**config.mk**
```make
export PLATFORM = sky130hd
export DESIGN_NAME = mul_div_unit
export DESIGN_NICKNAME = d
export VERILOG_FILES = /design/src/rtl/mul_div_unit_pkg.sv /design/src/rtl/mul_div_unit_div_iter.sv /design/src/rtl/mul_div_unit.sv
export SDC_FILE = /design/constraint.sdc
export NUM_CORES = 1
export LEC_CHECK = 0
export CORE_MARGIN = 4
export CORE_UTILIZATION = 50
export CTS_BUF_LIST = sky130_fd_sc_hd__clkbuf_8
export DETAILED_ROUTE_END_ITERATION = 16
export DONT_BUFFER_PORTS = 1
export GPL_TIMING_DRIVEN = 0
export PLACE_DENSITY_LB_ADDON = 0.12
export SETUP_SLACK_MARGIN = 0.15
export SLEW_MARGIN = 40
export SYNTH_ARGS = -nofsm -noshare
export SYNTH_HDL_FRONTEND = slang
export SYNTH_HIERARCHICAL = 1
export SYNTH_SLANG_ARGS = --single-unit
```
**constraint.sdc**
```tcl
create_clock -name clk -period 5.4 [get_ports clk]
set_input_delay 0.81 -clock clk [delete_from_list [all_inputs] [get_ports clk]]
set_output_delay 0.81 -clock clk [all_outputs]
set_load 0.05 [all_outputs]
```
**src/rtl/mul_div_unit_pkg.sv**
```systemverilog
// rtl/mul_div_unit_pkg.sv - ALU op codes and FSM states shared by the multiply/divide unit
package mul_div_unit_pkg;

  localparam logic [7:0] EXE_MULT_OP  = 8'b00011000;
  localparam logic [7:0] EXE_MULTU_OP = 8'b00011001;
  localparam logic [7:0] EXE_DIV_OP   = 8'b00011010;
  localparam logic [7:0] EXE_DIVU_OP  = 8'b00011011;
  localparam logic [7:0] EXE_MTHI_OP  = 8'b00010001;
  localparam logic [7:0] EXE_MTLO_OP  = 8'b00010011;

  typedef enum logic [1:0] {
    ST_IDLE = 2'd0,
    ST_MUL  = 2'd1,
    ST_DIV  = 2'd2,
    ST_DONE = 2'd3
  } mdu_state_e;

  // Ops that occupy the unit for more than the issue cycle and must stall the pipe.
  function automatic logic is_mdu_op(input logic [7:0] op);
    return (op == EXE_MULT_OP) || (op == EXE_MULTU_OP) ||
           (op == EXE_DIV_OP)  || (op == EXE_DIVU_OP);
  endfunction

endpackage

```
**src/rtl/mul_div_unit_div_iter.sv**
```systemverilog
// rtl/mul_div_unit_div_iter.sv - restoring radix-2 divider datapath, one quotient bit per step
module mul_div_unit_div_iter #(
  parameter int WIDTH = 32
) (
  input  logic             clk,
  input  logic             resetn,
  input  logic             load_i,
  input  logic             step_i,
  input  logic [WIDTH-1:0] dividend_i,
  input  logic [WIDTH-1:0] divisor_i,
  output logic [WIDTH-1:0] quot_next_o,
  output logic [WIDTH-1:0] rem_next_o
);

  logic [WIDTH-1:0] quot_q, rem_q, dvsr_q;
  logic [WIDTH:0]   shifted, trial;
  logic             ge;

  // The dividend shifts out of quot_q from the top while quotient bits shift in below.
  always_comb begin
    shifted     = {rem_q, quot_q[WIDTH-1]};
    trial       = shifted - {1'b0, dvsr_q};
    ge          = ~trial[WIDTH];
    rem_next_o  = ge ? trial[WIDTH-1:0] : shifted[WIDTH-1:0];
    quot_next_o = {quot_q[WIDTH-2:0], ge};
  end

  always_ff @(posedge clk or negedge resetn) begin
    if (!resetn) begin
      quot_q <= '0;
      rem_q  <= '0;
      dvsr_q <= '0;
    end else if (load_i) begin
      quot_q <= dividend_i;
      rem_q  <= '0;
      dvsr_q <= divisor_i;
    end else if (step_i) begin
      quot_q <= quot_next_o;
      rem_q  <= rem_next_o;
    end
  end

endmodule

```
**src/rtl/mul_div_unit.sv**
```systemverilog
// rtl/mul_div_unit.sv - multi-cycle MULT/DIV unit owning HI/LO; MDU_FAST_MUL_EN selects a single-cycle multiply
module mul_div_unit
  import mul_div_unit_pkg::*;
#(
  parameter int WIDTH = 32
) (
  input  logic             clk,
  input  logic             resetn,
  input  logic             start_i,
  input  logic [7:0]       op_i,
  input  logic [WIDTH-1:0] a_i,
  input  logic [WIDTH-1:0] b_i,
  input  logic             flush_i,
  output logic             stall_o,
  output logic             done_o,
  output logic [WIDTH-1:0] hi_o,
  output logic [WIDTH-1:0] lo_o
);

  localparam int CNT_W = $clog2(WIDTH) + 1;

  mdu_state_e         state_q, state_d;
  logic [CNT_W-1:0]   cnt_q, cnt_d;
  logic [WIDTH-1:0]   hi_q, hi_d, lo_q, lo_d;
  logic [2*WIDTH-1:0] acc_q, acc_d;
  logic [WIDTH-1:0]   mcand_q, mcand_d;
  logic               mneg_q, mneg_d, qneg_q, qneg_d, rneg_q, rneg_d;

  logic               signed_op, a_neg, b_neg, last_step;
  logic [WIDTH-1:0]   a_mag, b_mag;
  logic [WIDTH:0]     mul_sum;
  logic [2*WIDTH-1:0] mul_acc_next;
  logic               div_load, div_step;
  logic [WIDTH-1:0]   div_quot, div_rem;

  mul_div_unit_div_iter #(.WIDTH(WIDTH)) u_div (
    .clk         (clk),
    .resetn      (resetn),
    .load_i      (div_load),
    .step_i      (div_step),
    .dividend_i  (a_mag),
    .divisor_i   (b_mag),
    .quot_next_o (div_quot),
    .rem_next_o  (div_rem)
  );

`ifdef MDU_FAST_MUL_EN
  logic [2*WIDTH-1:0] fast_prod;
  assign fast_prod = {{WIDTH{a_neg}}, a_i} * {{WIDTH{b_neg}}, b_i};
`endif

  assign signed_op = (op_i == EXE_MULT_OP) || (op_i == EXE_DIV_OP);
  assign a_neg     = signed_op & a_i[WIDTH-1];
  assign b_neg     = signed_op & b_i[WIDTH-1];
  assign a_mag     = a_neg ? -a_i : a_i;
  assign b_mag     = b_neg ? -b_i : b_i;
  assign last_step = (cnt_q == CNT_W'(WIDTH - 1));

  // Shift-add with the multiplier in the low half of the accumulator, consumed LSB first.
  assign mul_sum      = {1'b0, acc_q[2*WIDTH-1:WIDTH]} + (acc_q[0] ? {1'b0, mcand_q} : '0);
  assign mul_acc_next = {mul_sum, acc_q[WIDTH-1:1]};

  always_comb begin
    state_d  = state_q;
    cnt_d    = cnt_q;
    hi_d     = hi_q;
    lo_d     = lo_q;
    acc_d    = acc_q;
    mcand_d  = mcand_q;
    mneg_d   = mneg_q;
    qneg_d   = qneg_q;
    rneg_d   = rneg_q;
    div_load = 1'b0;
    div_step = 1'b0;
    if (flush_i) begin
      state_d = ST_IDLE;
    end else begin
      case (state_q)
        ST_IDLE: if (start_i) begin
          case (op_i)
            EXE_MULT_OP, EXE_MULTU_OP: begin
`ifdef MDU_FAST_MUL_EN
              {hi_d, lo_d} = fast_prod;
              state_d      = ST_DONE;
`else
              acc_d   = {{WIDTH{1'b0}}, b_mag};
              mcand_d = a_mag;
              mneg_d  = a_neg ^ b_neg;
              cnt_d   = '0;
              state_d = ST_MUL;
`endif
            end
            EXE_DIV_OP, EXE_DIVU_OP: begin
              if (b_i == '0) begin
                lo_d    = '1;
                hi_d    = a_i;
                state_d = ST_DONE;
              end else begin
                div_load = 1'b1;
                qneg_d   = a_neg ^ b_neg;
                rneg_d   = a_neg;
                cnt_d    = '0;
                state_d  = ST_DIV;
              end
            end
            EXE_MTHI_OP: hi_d = a_i;
            EXE_MTLO_OP: lo_d = a_i;
            default: ;
          endcase
        end
        ST_MUL: begin
          acc_d = mul_acc_next;
          cnt_d = cnt_q + CNT_W'(1);
          if (last_step) begin
            {hi_d, lo_d} = mneg_q ? -mul_acc_next : mul_acc_next;
            state_d      = ST_DONE;
          end
        end
        ST_DIV: begin
          div_step = 1'b1;
          cnt_d    = cnt_q + CNT_W'(1);
          if (last_step) begin
            lo_d    = qneg_q ? -div_quot : div_quot;
            hi_d    = rneg_q ? -div_rem : div_rem;
            state_d = ST_DONE;
          end
        end
        ST_DONE: state_d = ST_IDLE;
        default: state_d = ST_IDLE;
      endcase
    end
  end

  always_ff @(posedge clk or negedge resetn) begin
    if (!resetn) begin
      state_q <= ST_IDLE;
      cnt_q   <= '0;
      hi_q    <= '0;
      lo_q    <= '0;
      acc_q   <= '0;
      mcand_q <= '0;
      mneg_q  <= 1'b0;
      qneg_q  <= 1'b0;
      rneg_q  <= 1'b0;
    end else begin
      state_q <= state_d;
      cnt_q   <= cnt_d;
      hi_q    <= hi_d;
      lo_q    <= lo_d;
      acc_q   <= acc_d;
      mcand_q <= mcand_d;
      mneg_q  <= mneg_d;
      qneg_q  <= qneg_d;
      rneg_q  <= rneg_d;
    end
  end

  assign stall_o = ~flush_i & (((state_q == ST_IDLE) & start_i & is_mdu_op(op_i)) |
                               (state_q == ST_MUL) | (state_q == ST_DIV));
  assign done_o  = (state_q == ST_DONE);
  assign hi_o    = hi_q;
  assign lo_o    = lo_q;

endmodule

```
* Word-level counts from Yosys, hierarchy flattened
Index checks and enable logic that the tools add are counted.
** Word-level totals
- Register bits after elaboration :: 267
- Logic and storage cells :: 116
- Output and inout port bits :: 66
- Input port bits :: 76
** Cells by class
- Bitwise operators :: 11
- Reductions and logical operators :: 20
- Eq/ne operators :: 22
- $add $sub $neg :: 8
- Muxes and demuxes :: 43
** Operator list (count)
- 2-to-1 mux 32 bit :: 18
- 2-to-1 mux 64 bit :: 3
- case mux 32 bit (3 select lines) :: 2
- negator 32 bit :: 4
- case mux 32 bit (2 select lines) :: 2
- case mux 64 bit (2 select lines) :: 1
- negator 64 bit :: 1
- equality test 8 x 5 -> 1 bit (second input constant) :: 6
- adder 32 x 32 -> 33 bit :: 1
- subtractor 33 x 32 -> 33 bit :: 1
- zero test 32 bit :: 1
- case mux 6 bit (2 select lines) :: 2
- AND reduction 7 bit :: 2
- 2-to-1 mux 6 bit :: 2
- inequality test 3 x 1 -> 1 bit (second input constant) :: 4
- AND reduction 5 bit :: 2
- inequality test 3 bit (second input constant) :: 3
- 2-to-1 mux 1 bit :: 8
- AND reduction 4 bit :: 2
- adder 6 x 1 -> 6 bit (second input constant) :: 1
- equality test 6 x 5 -> 1 bit (second input constant) :: 1
- 2-to-1 mux 2 bit :: 3
- inequality test 2 bit (second input constant) :: 3
- case mux 2 bit (3 select lines) :: 1
- 15 further kinds :: 30

* Longest topological paths before layout
Gate-level depths: netlist of the first run.
- Word-level depth :: 8
- Gate-level depth with buffers :: 25
- Mapped depth without buffers :: 24

* By module
Netlist of the first run, hierarchy kept.
** By module, submodules not included
- mul_div_unit :: area an instance 14013.4 µm², instances 1, sequential area each 4279.1 µm², cells each 1698
- mul_div_unit_div_iter :: area an instance 6681.4 µm², instances 1, sequential area each 2402.3 µm², cells each 765

* Least setup slack after synthesis of the first run
No wires, ideal clock.
- Kind :: reg2reg
- From :: reg u_div.quot_q[31]
- To :: reg hi_q[30] (netlist: hi_o[30])
- Buffers on the path :: 1
- Setup time :: 0.129 ns
- Period minus slack after synthesis :: 5.431 ns
- Path slack :: -0.031 ns
- Data arrival time :: 5.302 ns
- Data required time :: 5.271 ns
- Stages on the path, launching flop included :: 26
- Path through :: dfrtp_1 inv_1 ha_1 inv_1 fa_1 a211oi_1 o21a_1 a221o_1 a2111oi_4 o21a_2 o211ai_4 buf_6 mux2_4 inv_1 ha_1 or3b_2 nor2_1 nand3_1 or3_1 nand2b_1 or4_1 o21ai_0 xor2_1 nor3_1 a211oi_1 o22ai_1
** Between the ends
- Longest elaborated chain between the ends :: 6
** RTL lines
- from (decl) :: line mul_div_unit_div_iter.sv:15 : logic [WIDTH-1:0] quot_q, rem_q, dvsr_q;
- from (signal assigned) :: line mul_div_unit_div_iter.sv:34 : quot_q <= dividend_i;
- from (signal assigned) :: line mul_div_unit_div_iter.sv:38 : quot_q <= quot_next_o;
- subtractor 33 x 32 -> 33 bit :: line mul_div_unit_div_iter.sv:22 : trial = shifted - {1'b0, dvsr_q};
- 2-to-1 mux 32 bit :: line mul_div_unit_div_iter.sv:24 : rem_next_o = ge ? trial[WIDTH-1:0] : shifted[WIDTH-1:0];
- via div_rem[1] :: line mul_div_unit.sv:34 : logic [WIDTH-1:0] div_quot, div_rem;
- negator 32 bit :: line mul_div_unit.sv:124 : hi_d = rneg_q ? -div_rem : div_rem;
- 2-to-1 mux 32 bit :: line mul_div_unit.sv:124
- 2-to-1 mux 32 bit :: line mul_div_unit.sv:122 : if (last_step) begin
- case mux 32 bit (3 select lines) :: line mul_div_unit.sv:78 : case (state_q)
- to (signal assigned) :: line mul_div_unit.sv:148 : hi_q <= hi_d;
- to (decl) :: line mul_div_unit.sv:24 : logic [WIDTH-1:0] hi_q, hi_d, lo_q, lo_d;
The timed path passes the listed nets, and every way through them passes these cells. The select of a mux whose other input is x is not followed.
A chain may end at the register's enable or synchronous reset.

* Worst setup path after layout of the first run
- From :: reg u_div.quot_q[31]
- To :: reg hi_q[29] (netlist: hi_o[29])
The elaborated chain is that of the path after synthesis.

==> impl_metrics.json, run 1 <==
{
  "status": "finished, violations left",
  "violations": "hold timing, setup timing",
  "ys_seq_area_share_pct": 32.29,
  "cp.required_ps": 5930,
  "cts_buffers": 50,
  "async_flop_share_pct": 100.0,
  "die_h_um": 211.4,
  "dr.pass1.iters": 8,
  "drv_cap": 0,
  "drt_wl_total_um": 79020,
  "min_period_ps": 5838,
  "clk_latency_ps": 660,
  "drive_gt1_share_pct": 14.48,
  "stdcell_count": 3130,
  "antenna_found_initial": 1,
  "fp.dieArea_mm2": 0.04471,
  "min_path_type": "input pin to asynchronous set/reset pin",
  "initial_core_util_pct": 50.68,
  "worstPathArrival_ps": 6370,
  "cts_tree": "done",
  "grt_use_met2_pct": 53.93,
  "ys.flop_type": "dfrtp_1",
  "drt_iter0_drc": 1862,
  "nFillCells": 3756,
  "power_density_mw_per_mm2": 521.3,
  "syn_to_final_growth_pct": 13.97,
  "gp_congestion": 0.9965,
  "post-place-cells": 2995,
  "syn_area_mm2": 0.02069,
  "synth_cell_types": 93,
  "syn_nets": 2616,
  "final_nets": 2711,
  "synthCells": 2463,
  "slew_headroom_pct": 36.34,
  "num_rows": 74,
  "finalPower_w": 0.01229,
  "grt_pass1_vias": 19320,
  "crit_fanout": 7,
  "wire_per_inst_um": 25.25,
  "hold_viol": 267,
  "ir_worst_vdd_v": 0.0002329,
  "cts_root_buf": "clkbuf_8",
  "grt_pass1_wl_um": 116000,
  "rsz0062_at_grt": "true",
  "gr-total-overflow": 0,
  "pre_cts_slack_ps": -902.1,
  "whs_ps": -148.9,
  "grt_usage_pct": 33.99,
  "finalCritPeriodShare_pct": 108.1,
  "cts_num_sinks": 267,
  "critPathLaunchType": "register",
  "via_count": 19850,
  "path_clk_slew_ps": 60,
  "setup_violations": 6,
  "r2r_start": "u_div/quot_q[31]",
  "core-area_mm2": 0.04083,
  "grt_util_met3_pct": 7.869,
  "max_freq_mhz": 171.3,
  "die_w_um": 211.4,
  "viasPerCell": 6.342,
  "dp_hpwl_um": 61450,
  "synth-edff-count": 0,
  "crit_path_end_kind": "register",
  "layout_setup_ws_ps": -438.0,
  "clock_path_buffers": 3,
  "startpoint": "u_div/quot_q[31]",
  "postRouteAntennaNets": 0,
  "timing.rr.end": "hi_o[29]",
  "synth-seq-cells": 267,
  "tightestPinTransition_ps": 955.0,
  "htreeDepth": 2,
  "grt_util_met1_pct": 42.90,
  "grt_start_max_net_pins": 268,
  "power.leakage_nw": 10.05,
  "yosys_warnings": 6,
  "clock-skew-final_ps": 30.19,
  "worstSetupPathType": "register to register",
  "ioPinCount": 142,
  "avgSynthCellArea_um2": 8.402,
  "rrSetupSlack_ps": -440,
  "final-max-slew-violation-count": 0,
  "post-route-drc-count": 0,
  "grt_most_used_layer": "met2",
  "r2r_cells": 24,
  "io_buffers": 0
}
==> cell families (layout without fill, tap and decap cells) <==
group	Yosys count	count (layout)	share of synthesized area, %
AO/OA/AOI/OAI	739	739	23.33
flip-flops	267	267	32.29
XOR/XNOR	226	226	9.565
adder cells (fa/ha/maj)	77	77	4.728
buffers and inverters	247	381	5.199
AND/OR/NAND/NOR	778	778	17.88
other	0	1	0
multiplexers	129	129	7.013
==> metrics by stage <==
stage	util [%]	TNS (ps)	instance area (um^2)
after detailed placement	52.37	-7760	21380
after CTS	56.54	-1776	23090
final	57.76	-2054	23590
after global routing	57.76	-2793	23580
after floorplan	-	0	20700
after global placement	52.33	-7682	21370
==> worst max path at each step <==
stage | depth (start not counted) | to | slack, ps
detailed placement | 24 | hi_o[28] | -900
CTS | 25 | hi_o[30] | -490
global route | 24 | hi_o[29] | -540
finish | 24 | hi_o[29] | -440
global placement | 24 | hi_o[28] | -920
floorplan | 23 | hi_o[30] | 160
==> layout by cell type (no fill, tap or decap), drive strengths merged, types with 67 or more instances in the layout <==
cell	n
ha	75
xnor2	141
buf	99
xor2	85
o31ai	77
inv	79
dfrtp	267
nand2	320
nor2	173
clkbuf	191
o21ai	286
a21oi	100
mux2i	67
==> area by class of cell <==
class	instances	area (um^2)	share of cell area [%]
Multi-Input combinational cell	1949	13610	57.72
Sequential cell	267	6683	28.33
Clock buffer	72	991.0	4.201
Buffer	175	859.6	3.644
Tap cell	532	665.6	2.822
Timing Repair Buffer	43	345.3	1.464
Inverter	72	280.3	1.188
Clock inverter	19	145.1	0.6154
Antenna cell	1	2.502	0.01061
==> worst max-delay path, stage by stage (launching register included) <==
cell and delay [ps]:
dfrtp_2 440, inv_2 80, ha_4 160, inv_2 50
fa_2 210, a211oi_2 80, o21a_1 210, a221o_1 360
a2111oi_4 440, o21a_2 240, o211ai_4 120, buf_12 190
buf_4 130, mux2_4 310, or4_4 580, nor2_4 130
nand3_4 110, nor3_2 190, nand2_1 100, or4_4 590
buf_6 150, o31ai_4 210, xnor2_2 170, a221oi_2 340
o21ai_1 90
==> flip-flops by register name (all words and copies together) (netlist names) <==
name          cells
mcand_q          32
qneg_q            1
u_div/quot_q     32
rneg_q            1
cnt_q             6
u_div/dvsr_q     32
mneg_q            1
lo_o             32
acc_q            64
state_q           2
hi_o             32
u_div/rem_q      32
==> per-layer routing <==
metal | vias up | wire (um)
met2 | 880 | 36200
met1 | 9681 | 31310
met4 | 0 | 5084
met3 | 219 | 6426
met5 | - | 0
li1 | 9070 | -
==> power breakdown <==
part	leakage [nW]	switching, W	internal (W)
clock	0.621	0.000965	0.00127
sequential	3.32	0.00143	0.00261
combinational	6.11	0.00383	0.00219
total	10.1	0.00622	0.00607
==> synthesized netlist by cell type (all sizes together) (4+ instances only) <==
master,count,share of area [%]
xnor2,141,6.0
inv,71,1.3
o21bai,12,0.44
buf,55,1.7
a22oi,9,0.33
a311oi,7,0.33
nand2,320,5.8
and3,14,0.42
a21o,35,1.3
a221oi,26,1.1
xor2,85,3.6
and4,5,0.21
and2,41,1.2
a22o,8,0.34
o21a,34,1.2
or4,31,1.2
o22ai,7,0.21
mux2,62,3.8
a21oi,100,2.4
dfrtp,267,32
nor3,30,0.73
a211oi,16,0.63
nor2b,9,0.28
nand3b,7,0.31
or2,11,0.33
o221ai,25,1.1
a221o,4,0.19
o21ai,286,6.9
nor2,173,3.1
mux2i,67,3.2
nand3,36,0.87
a2111oi,6,0.47
o211ai,13,0.54
nand4,16,0.48
nor4,13,0.47
o41ai,19,0.84
ha,75,4.5
or3,38,1.1
a31oi,21,0.63
o31ai,77,2.8
nand2b,17,0.51
clkbuf,120,2.2
or3b,4,0.17
==> what timing repair did <==
action | 4_1_cts | 5_1_grt
endpoints found under the hold margin | 267 | 267
setup buffers | 27 | 16
endpoints found under the setup margin | 33 | 28
pin swaps | 32 | 48
resized for setup | 79 | 76
Power figures use the tool's default switching activity.
==> inputs of run 2 (changes only) <==
PLACE_DENSITY = 0.68   (was default)
PLACE_DENSITY_LB_ADDON = default   (was 0.12)
==> run 2 against run 1 <==
Net effect:
- the flow still finishes with violations (hold timing, setup timing)
- largest cell class unchanged
- sequential share of layout area is 0.17 points higher
- non-clock buffer count increased by 2
- combinational power fell by 0.8%
- sequential power is essentially flat
- wire length fell by 0.87%
- highest routed layer unchanged
- utilization down 0.34 points
- register-to-register slack gained 200 ps
==> impl_metrics.json, run 2 (synthesis results as in run 1) <==
{
  "clock-skew-final_ps": 32.89,
  "drv_cap": 0,
  "grt_most_used_layer": "met2",
  "min_path_type": "input pin to asynchronous set/reset pin",
  "tightestPinTransition_ps": 966.1,
  "cp.required_ps": 5940,
  "cts_buffers": 50,
  "drt_iter0_drc": 1926,
  "grt_util_met3_pct": 6.387,
  "layout_common_cells": "nand2_1 (316), o21ai_0 (268), dfrtp_1 (266), nor2_1 (171), xnor2_1 (130)",
  "rsz0062_at_grt": "true",
  "grt_pass1_vias": 19430,
  "htreeDepth": 2,
  "violations": "hold timing, setup timing",
  "nFillCells": 3764,
  "crit_fanout": 8,
  "final_common_cell": "nand2_1",
  "drive_gt1_share_pct": 13.96,
  "p_clk_share_pct": 16.8,
  "initial_core_util_pct": 50.68,
  "largest_reg_flops": 64,
  "antenna_found_initial": 1,
  "max_freq_mhz": 177.3,
  "register_area_mm2": 0.006683,
  "multi_input_area_mm2": 0.01361,
  "viasPerCell": 6.397,
  "clk_latency_ps": 670,
  "grt_start_max_net_pins": 268,
  "p_comb_share_pct": 49.6,
  "crit_path_end_kind": "register",
  "via_count": 20050,
  "post-route-drc-count": 0,
  "cts_tree": "done",
  "io_buffers": 0,
  "p_sw_share_pct": 51.78,
  "wire_per_inst_um": 24.99,
  "final-max-slew-violation-count": 0,
  "hold_viol": 158,
  "slew_headroom_pct": 35.59,
  "drt_wl_total_um": 78330,
  "largest-register": "acc_q",
  "clock_path_buffers": 3,
  "grt_pass1_wl_um": 116100,
  "power_density_mw_per_mm2": 513.7,
  "syn_to_final_growth_pct": 13.30,
  "layout_setup_ws_ps": -239.4,
  "dr.pass1.iters": 6,
  "fp.dieArea_mm2": 0.04471,
  "p_seq_share_pct": 33.6,
  "switchingPower_w": 0.006237,
  "gr-total-overflow": 0,
  "r2r_start": "u_div/quot_q[31]",
  "post-place-cells": 2995,
  "die_w_um": 211.4,
  "grt_usage_pct": 33.74,
  "die_h_um": 211.4,
  "num_rows": 74,
  "postRouteAntennaNets": 0,
  "worstPathArrival_ps": 6180,
  "pre_cts_slack_ps": -924.5,
  "stdcell_count": 3134,
  "ioPinCount": 142,
  "cts_root_buf": "clkbuf_8",
  "whs_ps": -143.2,
  "startpoint": "u_div/quot_q[31]",
  "min_period_ps": 5639,
  "setup_violations": 6,
  "final_nets": 2713,
  "grt_use_met2_pct": 53.21,
  "p_int_w": 0.005807,
  "ir_worst_vdd_v": 0.0002100,
  "power.leakage_nw": 10.02,
  "critPathLaunchType": "register",
  "finalPower_w": 0.01204,
  "worstSetupPathType": "register to register",
  "path_clk_slew_ps": 60,
  "cts_num_sinks": 267,
  "finalCritPeriodShare_pct": 104.4,
  "dp_hpwl_um": 60540,
  "grt_util_met1_pct": 44.35,
  "fin_area_mm2": 0.02345,
  "post_dp_cell_area_mm2": 0.02138,
  "status": "finished, violations left",
  "core-area_mm2": 0.04083,
  "gp_congestion": 0.9835
}
## run 2: cell types whose count changed in the layout (fill, tap and decap cells not counted), sizes merged
cell      previous run  this run
buf                 99       100
bufinv               2         0
clkbuf             191       182
clkinvlp             1         3
inv                 79        91
## run 2: worst paths after layout
check | depth (start not counted) | end | slack, ps
worst max register to register | 25 | hi_o[30] | -240
worst min-delay path | 0 | acc_q[55] | -140
min in group clk | 1 | u_div/dvsr_q[0] | 290
worst max-delay path | 25 | hi_o[30] | -240
worst min register to register | 2 | acc_q[32] | 470
max in group asynchronous | 0 | acc_q[33] | 4860
## run 2: worst max-delay path, cell delays in order, from the launching register on
cell and delay (ps):
dfrtp_2 430, inv_2 80, ha_4 170, inv_4 50
fa_2 210, a211oi_2 70, o21a_1 220, a221o_1 360
a2111oi_4 440, o211ai_1 200, o211ai_4 180, buf_12 180
mux2_4 340, inv_4 70, ha_4 120, or3b_4 400
nor2_4 100, nand3_2 90, or3_4 350, nand2b_4 150
or4_4 460, o21ai_4 160, xor2_2 280, nor3_2 70
a211oi_2 210, o22ai_1 100
## run 2: metrics by stage
stage                     utilization [%]  setup TNS, ps
after floorplan                         -              0
after global placement              52.33          -7037
after detailed placement            52.36          -8299
after CTS                           56.48          -1738
after global routing                57.42          -1924
final                               57.42         -915.4
## run 2: repair_timing
item,CTS,global route
pin swaps,40,37
endpoints found under the setup margin,30,30
cloned,0,0
gates resized for setup,94,56
setup buffers,33,12
hold endpoints to repair,267,267
## run 2: layer usage
layer	share of wire (%)	vias to the layer above
li1	-	9067
met1	40	9773
met2	45	977
met3	8.4	231
met4	6.3	0
met5	0	-
## run 2: layout make-up
type                       count  area share [%]
antenna                        1         0.01067
buffer                       175           3.623
timing repair buffer          45           1.489
clock inverter                31          0.6670
clock buffer                  62           3.639
inverter                      72           1.195
multi-input combinational   1949           58.04
tap                          532           2.839
sequential                   267           28.50
## run 2: power by group through the flow
| stage | clock network, W | logic [W] | registers, W |
|---|---|---|---|
| final | 0.00203 | 0.00597 | 0.00404 |
| after global routing | 0.00213 | 0.00638 | 0.00411 |
| after CTS | 0.00203 | 0.00562 | 0.00403 |
| after detailed placement | 0 | 0.00532 | 0.00406 |
| after global placement | 0 | 0.00520 | 0.00403 |
| after floorplan | 0 | 0.00380 | 0.00382 |
==> inputs of run 3 (changes only) <==
ABC_AREA = 1   (was default)
==> run 3 against run 2 <==
Net effect:
- the run ends with hold timing left
- die area up 12%
- critical path depth up 10
- maximum frequency up 16%
- highest routed layer is now met5
==> impl_metrics.json, run 3 <==
{
  "layout_common_cells": "nand2_1 (1293), inv_1 (647), nor2_1 (334), dfrtp_1 (267), nand3_1 (265)",
  "pre_cts_slack_ps": 505.0,
  "synth-seq-cells": 267,
  "htreeDepth": 2,
  "finalCritPeriodShare_pct": 89.82,
  "switchingPower_w": 0.006626,
  "synth_commonest_cells": "nand2_1 (1293), inv_1 (635), nor2_1 (335), dfrtp_1 (267), nand3_1 (265)",
  "power.leakage_nw": 13.90,
  "slew_headroom_pct": 34.71,
  "crit_buf_inv": 9,
  "clk_latency_ps": 660,
  "synth_top_area_share_pct": 28.58,
  "initial_core_util_pct": 51.08,
  "syn_area_mm2": 0.02338,
  "r2r_start": "u_div/quot_q[31]",
  "cts_root_buf": "clkbuf_8",
  "hold_viol": 138,
  "p_int_w": 0.005718,
  "clock-skew-final_ps": 52.00,
  "tightestPinTransition_ps": 969.2,
  "max_stage_delay_ps": 440,
  "viasPerCell": 5.577,
  "cts.repair_timing.setup_buffer_count": 0,
  "setup_violations": 0,
  "worstSetupPathType": "register to register",
  "rrSetupSlack_ps": 550,
  "final_common_cell": "nand2_1",
  "grt_pass1_vias": 23430,
  "final-max-slew-violation-count": 0,
  "syn_nets": 4004,
  "grt_start_max_net_pins": 268,
  "core-area_mm2": 0.04577,
  "cts_tree": "done",
  "power_density_mw_per_mm2": 488.2,
  "wl_met1_um": 38850,
  "clock_path_buffers": 3,
  "cp.required_ps": 5940,
  "grt_usage_pct": 37.71,
  "syn_to_final_growth_pct": 8.162,
  "final_core_util_pct": 55.25,
  "antenna_found_initial": 2,
  "p_comb_share_pct": 49.8,
  "num_rows": 78,
  "crit_path_end_kind": "register",
  "fp.dieArea_mm2": 0.05028,
  "largest_reg_flops": 64,
  "post-route-drc-count": 0,
  "post_dp_cell_area_mm2": 0.02414,
  "synth_area_leaders": "dfrtp_1 (29%), nand2_1 (21%), inv_1 (10%), nand3_1 (5.7%), nor2_1 (5.4%)",
  "p_sw_share_pct": 53.68,
  "path_clk_slew_ps": 60,
  "drv_cap": 0,
  "final_nets": 4057,
  "ir_worst_vdd_v": 0.0004295,
  "die_h_um": 224.2,
  "status": "finished, violations left",
  "gr-total-overflow": 0,
  "wl_met3_um": 9294,
  "cp_slowest_cell": "fa_1",
  "grt_pass1_wl_um": 143600,
  "critPathLaunchType": "register",
  "postRouteAntennaNets": 0,
  "io_buffers": 0,
  "avgSynthCellArea_um2": 6.071,
  "ys.flop_type": "dfrtp_1",
  "fin_tns_setup_ps": 0,
  "r2r_cells": 35,
  "die_w_um": 224.2,
  "nFillCells": 4911,
  "min_period_ps": 4850,
  "ys_seq_area_share_pct": 28.58,
  "synth_most_common_cell": "nand2_1",
  "cts_num_sinks": 267,
  "synth_top_area_cell": "dfrtp_1",
  "fin_area_mm2": 0.02529,
  "layout_setup_ws_ps": 550.0,
  "cts_buffers": 51,
  "critical_path.top_delay_family": "simple AND/OR/NAND/NOR gates",
  "synth-edff-count": 0,
  "gp_congestion": 1.037,
  "drt_iter0_drc": 2821,
  "p_clk_share_pct": 18.4,
  "drt_wl_total_um": 97370,
  "wire_per_inst_um": 21.43,
  "routed.top_layer": "met5",
  "synthCells": 3851,
  "min_path_type": "input pin to asynchronous set/reset pin",
  "dp_hpwl_um": 79980,
  "via_count": 25340,
  "yosys_warnings": 6,
  "drive_gt1_share_pct": 6.114,
  "violations": "hold timing",
  "whs_ps": -84.50,
  "timing.rr.end": "lo_o[26]",
  "crit_fanout": 10,
  "max_freq_mhz": 206.2,
  "largest-register": "acc_q",
  "dr_wl_met2_um": 42900,
  "ioPinCount": 142,
  "dr.pass1.iters": 6,
  "worstPathArrival_ps": 5390,
  "p_seq_share_pct": 31.8,
  "rsz0062_at_grt": "false",
  "async_flop_share_pct": 100.0,
  "synth_cell_types": 61
}
-- run 3: changes by cell type after synthesis, sizes merged, moves of 43 or more --
cell,change
mux2,-61
mux2i,-67
clkbuf,-43
nor2,+183
nand2,+1017
nand3,+234
inv,+576
o31ai,-68
xnor2,-119
-- run 3: how the worst max path moves through the flow --
stage / startpoint / cells past startpoint / end
3_3_place_gp: u_div/quot_q[31] / 34 / lo_o[28]
4_1_cts: u_div/quot_q[31] / 34 / lo_o[28]
3_5_place_dp: u_div/quot_q[31] / 34 / lo_o[28]
2_1_floorplan: u_div/quot_q[31] / 35 / lo_o[26]
5_1_grt: u_div/quot_q[31] / 35 / lo_o[26]
6_report: u_div/quot_q[31] / 35 / lo_o[26]
-- run 3: stage by stage --
stage               instances  power (W)  hold WS (ps)
finish                   4543    0.01234        -84.50
floorplan                3851   0.007740         449.2
global route             4542    0.01303        -118.5
CTS                      4542    0.01215        -152.6
global placement         4451   0.009815         466.1
detailed placement       4451   0.009840         467.1
-- run 3: power groups by stage --
stage                     registers, W  logic, W  clock network (W)
after floorplan                0.00378   0.00396                  0
after global placement         0.00393   0.00588                  0
after detailed placement       0.00394   0.00590                  0
after CTS                      0.00391   0.00593            0.00231
after global routing           0.00399   0.00665            0.00239
final                          0.00392   0.00614            0.00228
-- run 3: area by class of cell --
type	instances	area [um^2]	area share [%]
Clock inverter	30	297.8	1.178
Multi-Input combinational cell	2787	13530	53.52
Antenna cell	1	2.502	0.009896
Clock buffer	61	839.6	3.320
Inverter	652	2447	9.678
Sequential cell	267	6681	26.42
Buffer	145	734.5	2.904
Tap cell	600	750.7	2.969
-- run 3: repair_timing --
item,CTS,global route
gates resized for setup,0,4
endpoints found under the hold margin,267,231
setup endpoints to repair,0,7
-- run 3: worst register-to-register path, delay by kind of cell, from the launching register on --
kind,cells,cell delay [ps]
and+or+nand+nor,20,2210
buffers and inverters,9,1010
adders and majority gates,3,790
DFF,1,370
AOI/OAI and AO/OA,3,340
-- run 3: logic make-up after synthesis --
| kind of cell | Yosys count | synth area share (%) |
|---|---|---|
| flops | 267 | 28.58 |
| fa+ha+maj | 77 | 4.185 |
| compound gates | 507 | 12.55 |
| mux | 1 | 0.04816 |
| simple gates | 2130 | 38.30 |
| xor+xnor | 72 | 2.729 |
| buf+inv | 797 | 13.60 |
-- run 3: per-layer routing --
metal | global-route usage [%] | up-vias
met5 | 0 | -
met4 | 20.08 | 2
met3 | 9.136 | 254
met2 | 59.11 | 1125
met1 | 48.46 | 11740
li1 | - | 12220
